[src/rtl/pong_pkg.sv]
// Shared types and defaults for the pong match controller.
package pong_pkg;

    localparam int unsigned ScoreW        = 4;
    localparam int unsigned DefWinScore   = 7;
    localparam int unsigned DefPointDelay = 60;
    localparam int unsigned DelayW        = 8;

    typedef logic [ScoreW-1:0] score_t;
    typedef logic [DelayW-1:0] delay_t;

    typedef enum logic [2:0] {
        StIdle,
        StServe,
        StPlay,
        StPoint,
        StPaused,
        StOver
    } state_e;

endpackage

[src/rtl/btn_sync.sv]
// Two-flop synchroniser for an asynchronous button or switch, with optional 1->0 pulse output.
module btn_sync #(
    parameter logic ResetVal = 1'b0,
    parameter bit   PulseOut = 1'b0
) (
    input  logic clk_i,
    input  logic rst_ni,
    input  logic async_i,
    output logic out_o
);

    logic meta_q, sync_q, prev_q;

    always_ff @(posedge clk_i or negedge rst_ni) begin
        if (!rst_ni) begin
            meta_q <= ResetVal;
            sync_q <= ResetVal;
            prev_q <= ResetVal;
        end else begin
            meta_q <= async_i;
            sync_q <= meta_q;
            prev_q <= sync_q;
        end
    end

    // Pulse mode emits one cycle on the synchronised falling edge; level mode passes sync_q.
    assign out_o = PulseOut ? (prev_q & ~sync_q) : sync_q;

endmodule

[src/rtl/pong_game_ctrl.sv]
// Pong match controller: serve/play/point/pause/game-over sequencing and score keeping.
module pong_game_ctrl
    import pong_pkg::*;
#(
    parameter int unsigned WIN_SCORE   = DefWinScore,
    parameter int unsigned POINT_DELAY = DefPointDelay
) (
    input  logic              clk,
    input  logic              reset,
    input  logic              vsync,
    input  logic              serve_n,
    input  logic              pause,
    input  logic              miss_left,
    input  logic              miss_right,
    output logic              ball_run,
    output logic              ball_centre,
    output logic              serve_dir,
    output logic [ScoreW-1:0] score0,
    output logic [ScoreW-1:0] score1,
    output logic              game_over,
    output logic              winner
);

    localparam score_t WinScore   = score_t'(WIN_SCORE);
    localparam delay_t PointDelay = delay_t'(POINT_DELAY);

    logic   vsync_q, frame_tick, serve_press, pause_lvl;
    state_e state_q, state_d;
    score_t score0_q, score0_d, score1_q, score1_d;
    delay_t delay_q, delay_d;
    logic   dir_q, dir_d, run_q, run_d, centre_q, centre_d;
    logic   over_q, over_d, win_q, win_d;

    btn_sync #(.ResetVal(1'b1), .PulseOut(1'b1)) u_serve_sync (
        .clk_i  (clk),
        .rst_ni (reset),
        .async_i(serve_n),
        .out_o  (serve_press)
    );

    btn_sync #(.ResetVal(1'b0), .PulseOut(1'b0)) u_pause_sync (
        .clk_i  (clk),
        .rst_ni (reset),
        .async_i(pause),
        .out_o  (pause_lvl)
    );

    assign frame_tick = vsync_q & ~vsync;

    always_comb begin
        state_d  = state_q;
        score0_d = score0_q;
        score1_d = score1_q;
        delay_d  = delay_q;
        dir_d    = dir_q;
        run_d    = run_q;
        centre_d = centre_q;
        over_d   = over_q;
        win_d    = win_q;
        unique case (state_q)
            StIdle: begin
                if (serve_press) begin
                    state_d  = StServe;
                    score0_d = '0;
                    score1_d = '0;
                    dir_d    = ~dir_q;
                end
            end
            StServe: begin
                if (serve_press) begin
                    state_d  = StPlay;
                    run_d    = 1'b1;
                    centre_d = 1'b0;
                end
            end
            StPlay: begin
                if (miss_left || miss_right) begin
                    state_d  = StPoint;
                    run_d    = 1'b0;
                    centre_d = 1'b1;
                    delay_d  = PointDelay;
                    // A simultaneous double miss is a replay: no score, direction kept.
                    if (miss_left && !miss_right) begin
                        if (score1_q < WinScore) score1_d = score1_q + score_t'(1);
                        dir_d = 1'b0;
                    end else if (miss_right && !miss_left) begin
                        if (score0_q < WinScore) score0_d = score0_q + score_t'(1);
                        dir_d = 1'b1;
                    end
                end else if (pause_lvl) begin
                    state_d  = StPaused;
                    run_d    = 1'b0;
                    centre_d = 1'b0;
                end
            end
            StPaused: begin
                if (!pause_lvl) begin
                    state_d = StPlay;
                    run_d   = 1'b1;
                end
            end
            StPoint: begin
                if (delay_q == '0) begin
                    if (score0_q == WinScore || score1_q == WinScore) begin
                        state_d = StOver;
                        over_d  = 1'b1;
                        win_d   = (score1_q == WinScore);
                    end else begin
                        state_d = StServe;
                    end
                end else if (frame_tick) begin
                    delay_d = delay_q - delay_t'(1);
                end
            end
            StOver: begin
                if (serve_press) begin
                    state_d  = StIdle;
                    over_d   = 1'b0;
                    win_d    = 1'b0;
                    centre_d = 1'b1;
                end
            end
            default: state_d = StIdle;
        endcase
    end

    always_ff @(posedge clk or negedge reset) begin
        if (!reset) begin
            vsync_q  <= 1'b1;
            state_q  <= StIdle;
            score0_q <= '0;
            score1_q <= '0;
            delay_q  <= '0;
            dir_q    <= 1'b0;
            run_q    <= 1'b0;
            centre_q <= 1'b1;
            over_q   <= 1'b0;
            win_q    <= 1'b0;
        end else begin
            vsync_q  <= vsync;
            state_q  <= state_d;
            score0_q <= score0_d;
            score1_q <= score1_d;
            delay_q  <= delay_d;
            dir_q    <= dir_d;
            run_q    <= run_d;
            centre_q <= centre_d;
            over_q   <= over_d;
            win_q    <= win_d;
        end
    end

    assign ball_run    = run_q;
    assign ball_centre = centre_q;
    assign serve_dir   = dir_q;
    assign score0      = score0_q;
    assign score1      = score1_q;
    assign game_over   = over_q;
    assign winner      = win_q;

endmodule

[config.mk]
export PLATFORM = sky130hd
export DESIGN_NAME = pong_game_ctrl
export DESIGN_NICKNAME = d
export VERILOG_FILES = /design/src/rtl/pong_pkg.sv /design/src/rtl/btn_sync.sv /design/src/rtl/pong_game_ctrl.sv
export SDC_FILE = /design/constraint.sdc
export NUM_CORES = 1
export LEC_CHECK = 0
export CAP_MARGIN = 20
export CORE_MARGIN = 3
export CORE_UTILIZATION = 45
export CTS_CLUSTER_DIAMETER = 30
export DETAILED_ROUTE_END_ITERATION = 8
export PLACE_DENSITY = 0.78
export REMOVE_ABC_BUFFERS = 1
export SKIP_CTS_REPAIR_TIMING = 1
export SLEW_MARGIN = 20
export SYNTH_ARGS = -nofsm -noshare
export SYNTH_HDL_FRONTEND = slang
export SYNTH_HIERARCHICAL = 1
export SYNTH_SLANG_ARGS = --single-unit
[constraint.sdc]
create_clock -name clk -period 4.95 [get_ports clk]
set_clock_uncertainty 0.05 [all_clocks]
set_input_delay 0.7425 -clock clk [delete_from_list [all_inputs] [get_ports clk]]
set_output_delay 0.7425 -clock clk [all_outputs]
set_load 0.005 [all_outputs]
## After elaboration in Yosys (flattened, before gate mapping)

Index checks and enable logic that the tools add are counted.

| operators by class | value |
|---|---|
| multiplexer cells | 42 |
| equal/unequal tests | 23 |
| order comparisons | 2 |
| bitwise logic cells | 5 |
| add/subtract/negate cells | 3 |
| reduce and logical (&&, ||, !) cells | 21 |

Operators by type and width:

| kind | count |
|---|---|
| $mux W4 | 8 |
| $ne A2 B2 Y1 const B | 14 |
| $mux W3 | 8 |
| $mux W8 | 3 |
| $reduce_and A4 Y1 | 5 |
| $pmux W3 S6 | 1 |
| $pmux W4 S2 | 2 |
| $pmux W8 S2 | 1 |
| $mux W1 | 14 |
| $reduce_and A6 Y1 | 2 |
| $add A4 B1 Y4 const B | 2 |
| $eq A4 B3 Y1 const B | 2 |
| $logic_not A8 Y1 | 1 |
| $lt A4 B3 Y1 const B | 2 |
| $sub A8 B1 Y8 const B | 1 |
| $eq A3 B2 Y1 const B | 2 |
| $eq A3 B3 Y1 const B | 2 |
| $pmux W1 S2 | 3 |
| $pmux W1 S3 | 2 |
| $reduce_bool A2 Y1 | 3 |
| $reduce_bool A3 Y1 | 2 |
| $reduce_and A5 Y1 | 1 |
| $eq A3 B1 Y1 const B | 1 |
| $logic_not A3 Y1 | 1 |
| 7 further kinds | 13 |

| storage, ports and cells | value |
|---|---|
| input bits | 7 |
| flip-flop bits (word level) | 30 |
| output and inout port bits | 13 |

## Logic depth before layout (Yosys ltp)

| logic depth | value |
|---|---|
| depth in word-level cells | 6 |
| mapped depth | 7 |

## Cells and area by module

Netlist, hierarchy kept.

Modules (own cells, without submodules):

| module | area an instance (µm²) | cells each | instances |
|---|---|---|---|
| pong_game_ctrl | 1557.7 | 165 | 1 |
| btn_sync (u_serve_sync) | 92.6 | 4 | 1 |
| btn_sync (u_pause_sync) | 50.0 | 2 | 1 |

## Least setup slack after synthesis

OpenSTA, ideal clock, no wires.

| timing | value |
|---|---|
| path type | input to register |
| start point | input port miss_left |
| end point | register score0_q[0] (netlist: score0[0]) |
| cell stages on the path | 6 |
| data arrival time | 1925 ps |
| setup slack | 2847 ps |
| required time | 4772 ps |
| path buffers | 0 |
| library setup time | 128 ps |
| path through | inv_1 > ha_1 > nand2b_1 > a211oi_4 > o21ai_2 > mux2_1 |

| on the way | value |
|---|---|
| word-level cells in the longest chain between the ends | 4 |
| elaborated cells between the ends (all ways) | 8 |
| those cells by class | eq/ne (3); reduce/logical (5) |

Ends and longest elaborated chain:

| item | RTL line | RTL |
|---|---|---|
| from (decl) | pong_game_ctrl.sv:13 | `input logic miss_left,` |
| $logic_not A1 Y1 | pong_game_ctrl.sv:86 | `end else if (miss_right && !miss_left) begin` |
| $logic_and A1 B1 Y1 | pong_game_ctrl.sv:86 |  |
| $ne A2 B2 Y1 (no source line) | n/a |  |
| $reduce_and A6 Y1 (no source line) * | n/a |  |
| to (signal assigned) | pong_game_ctrl.sv:142 | `score0_q <= score0_d;` |
| to (decl) | pong_game_ctrl.sv:29 | `score_t score0_q, score0_d, score1_q, score1_d;` |

Mark *: on every way between the ends. The rest lies on a longest branch, timed or not.
A chain may end at the register's enable or synchronous reset.

## Worst setup path after layout

Same ends and word-level chain as after synthesis.

==> reports/qor.csv <==
metric,value,unit
synth_top_area_share,36.79,%
coreArea,0.003495,mm^2
startpoint_type,input pin,
r2r_cells,4,
ys_types,49,
synth_area_per_cell,9.944,um^2
drive_gt1_share,12.95,%
setup_violations,0,
yosys.area.top_type,dfrtp_1,
crit_end,score0[0]$_DFFE_PN0P_,
syn_area,0.001700,mm^2
firstDrtPassIters,4,
syn_inst,171,
antenna_found_initial,0,
seq_area_frac_synth,44.52,%
cpPeakStageDelay,480,ps
dieHeight,67.47,um
timing.rr.start,state_q[1]$_DFFE_PN0P_,
worstMarginPinSlew,670.5,ps
final_cell_mix,"dfrtp_1 (25), clkdlybuf4s50_1 (19), nand2_1 (17), nor2_1 (17), inv_1 (10)",
clk-insertion-delay-late,280,ps
status,"complete, no violations",
dieArea,0.004552,mm^2
finalCritPeriodShare,49.88,%
use_met2,25.39,%
start_util,48.66,%
drcViolationCount,0,
wirelength,3284,um
max_freq,405.0,MHz
r2r_end,delay_q[0]$_DFFE_PN0P_,
final_common_cell,dfrtp_1,
grt_max_degree,31,
yosys-top-cells-area,"dfrtp_1 (37%), dfstp_2 (7.7%), ha_1 (5.2%), nand2_1 (3.8%), nor2_1 (3.8%)",
cp_data_required_time,5060,ps
path_clk_slew,60,ps
crit_path_max_fanout,6,
power.leakage,0.8607,nW
p_per_area,432.2,mW/mm^2
max-vdd-ir-drop,0.2300,mV
multi_input_area,865.8,um^2
fin_tns_setup,0,ps
gp_congestion,0.9215,
via_per_inst,5.569,
place_hpwl,2433,um
cts-buffers-inserted,5,
grt_pass1_vias,1237,
path_cells,clkdlybuf4s50_1 > inv_1 > ha_1 > nand2b_1 > a211oi_4 > o21ai_2 > mux2_1,
htree_levels,2,
std_cell_rows,21,
die_w,67.47,um
drv_cap,0,
dp_slack,2192,ps
grt_remaining_overflow,0,
grt_usage,16.90,%
crit_arrival,2580,ps
hold_viol_final,0,
vias,1331,
crit_type,input pin to flop,
ant_nets,0,
num_io_pins,20,
final_net_count,206,
areaGrowthSynthToFinish,18.03,%
ys_ff_latch,30,
gr-max-usage-layer,met2,
port_buffers,19,
globalRouteMet1Util,22.07,%
min_path_type,flop to flop,
slew_headroom,55.30,%
startpoint,miss_left,
drt_iter0_markers,66,
clock_sinks,30,
antennaDiodeCount,0,
reg2reg_slack,2800,ps
drv_slew,0,
routedWlPerCell,13.74,um
setup_slack,2481,ps
yosys_warnings,6,
cts-root-buf,clkbuf_8,
hold_path_depth,0,
seqCellArea,757.0,um^2
critPathCaptureType,flop,
min_period,2469,ps
cts_tree,done,
fillers,298,
grt_pass1_wl,5671,um
met3_usage,5.657,%
grt_setup_unrepaired,false,
clockBufferDepth,2,
cp_slowest_cell,clkdlybuf4s50_1,
[power by group]
part	total, mW	internal, mW	switching, mW
Clock	0.197	0.112	0.0851
Combinational	0.292	0.153	0.139
Sequential	0.379	0.305	0.0738
Total	0.867	0.570	0.298
[area by class of cell]
class | instances | area share [%]
clock inverter | 1 | 0.2494
multi-input combinational | 125 | 43.14
inverter | 10 | 1.870
sequential | 30 | 37.72
clock buffer | 7 | 4.302
timing repair buffer | 20 | 9.850
tap | 46 | 2.868
[Yosys cell counts (all sizes together)]
cell type	count
nand3	7
nand4b	1
or4b	1
o21a	3
mux2	4
nand4	4
nor2b	3
or3	2
and3	2
a2111oi	1
nand2	17
a221oi	1
inv	10
o21ai	12
o22a	1
nand2b	5
or3b	1
nor2	18
and3b	2
a32o	1
a21o	1
dfrtp	25
o31ai	1
and4	1
mux2i	3
a21boi	1
dfstp	5
a211oi	2
nor3	3
a31oi	3
o211ai	1
and2b	1
o2111ai	1
or2	2
buf	6
a31o	3
nor4b	1
ha	7
o32a	1
a21oi	7
[metal layers]
layer,routed length [um],vias to the layer above
met4,55,0
li1,-,655
met1,1504,630
met5,0,-
met2,1541,42
met3,182,4
[stage by stage]
step	cells	instance area, um^2	utilization (%)	hold WS, ps	power, mW
after floorplan	165	1660	-	281.2	0.5543
after global placement	231	1916	54.82	281.6	0.6595
after CTS	239	2007	57.43	300.1	0.8742
after global routing	239	2007	57.43	310.4	0.9332
final	239	2007	57.43	297.5	0.8674
after detailed placement	231	1916	54.82	286.2	0.6726
[flip-flops by register name (all words and copies together) (netlist names)]
name                 cells
score0                   4
state_q                  3
delay_q                  8
winner                   1
ball_centre              1
u_serve_sync/prev_q      1
game_over                1
ball_run                 1
vsync_q                  1
u_serve_sync/sync_q      1
u_pause_sync/meta_q      1
u_pause_sync/out_o       1
score1                   4
u_serve_sync/meta_q      1
serve_dir                1
[cells by family (layout without fill, tap and decap cells)]
family	Yosys count	in the layout	share of synthesized area, %
buffers and inverters	16	38	4.563
adders and majority gates	7	7	5.151
AOI/OAI and AO/OA	40	40	17.15
and+or+nand+nor	71	71	24.21
DFF	30	30	44.52
muxes	7	7	4.415
[worst max-delay path, delay by kind of cell]
kind                     cells  cell delay (ps)
AO/OA/AOI/OAI                2              500
adder cells (fa/ha/maj)      1              250
buffers and inverters        2              540
multiplexers                 1              340
AND/OR/NAND/NOR              1              200
[worst min path at each step]
stage	startpoint	endpoint	slack, ps
finish	u_pause_sync/meta_q$_DFF_PN0_	u_pause_sync/out_o$_DFF_PN0_	300
detailed placement	u_pause_sync/meta_q$_DFF_PN0_	u_pause_sync/out_o$_DFF_PN0_	290
CTS	u_pause_sync/meta_q$_DFF_PN0_	u_pause_sync/out_o$_DFF_PN0_	300
global placement	u_pause_sync/meta_q$_DFF_PN0_	u_pause_sync/out_o$_DFF_PN0_	280
global route	u_pause_sync/meta_q$_DFF_PN0_	u_pause_sync/out_o$_DFF_PN0_	310
floorplan	u_pause_sync/meta_q$_DFF_PN0_	u_pause_sync/out_o$_DFF_PN0_	280
Power figures use the tool's default switching activity.
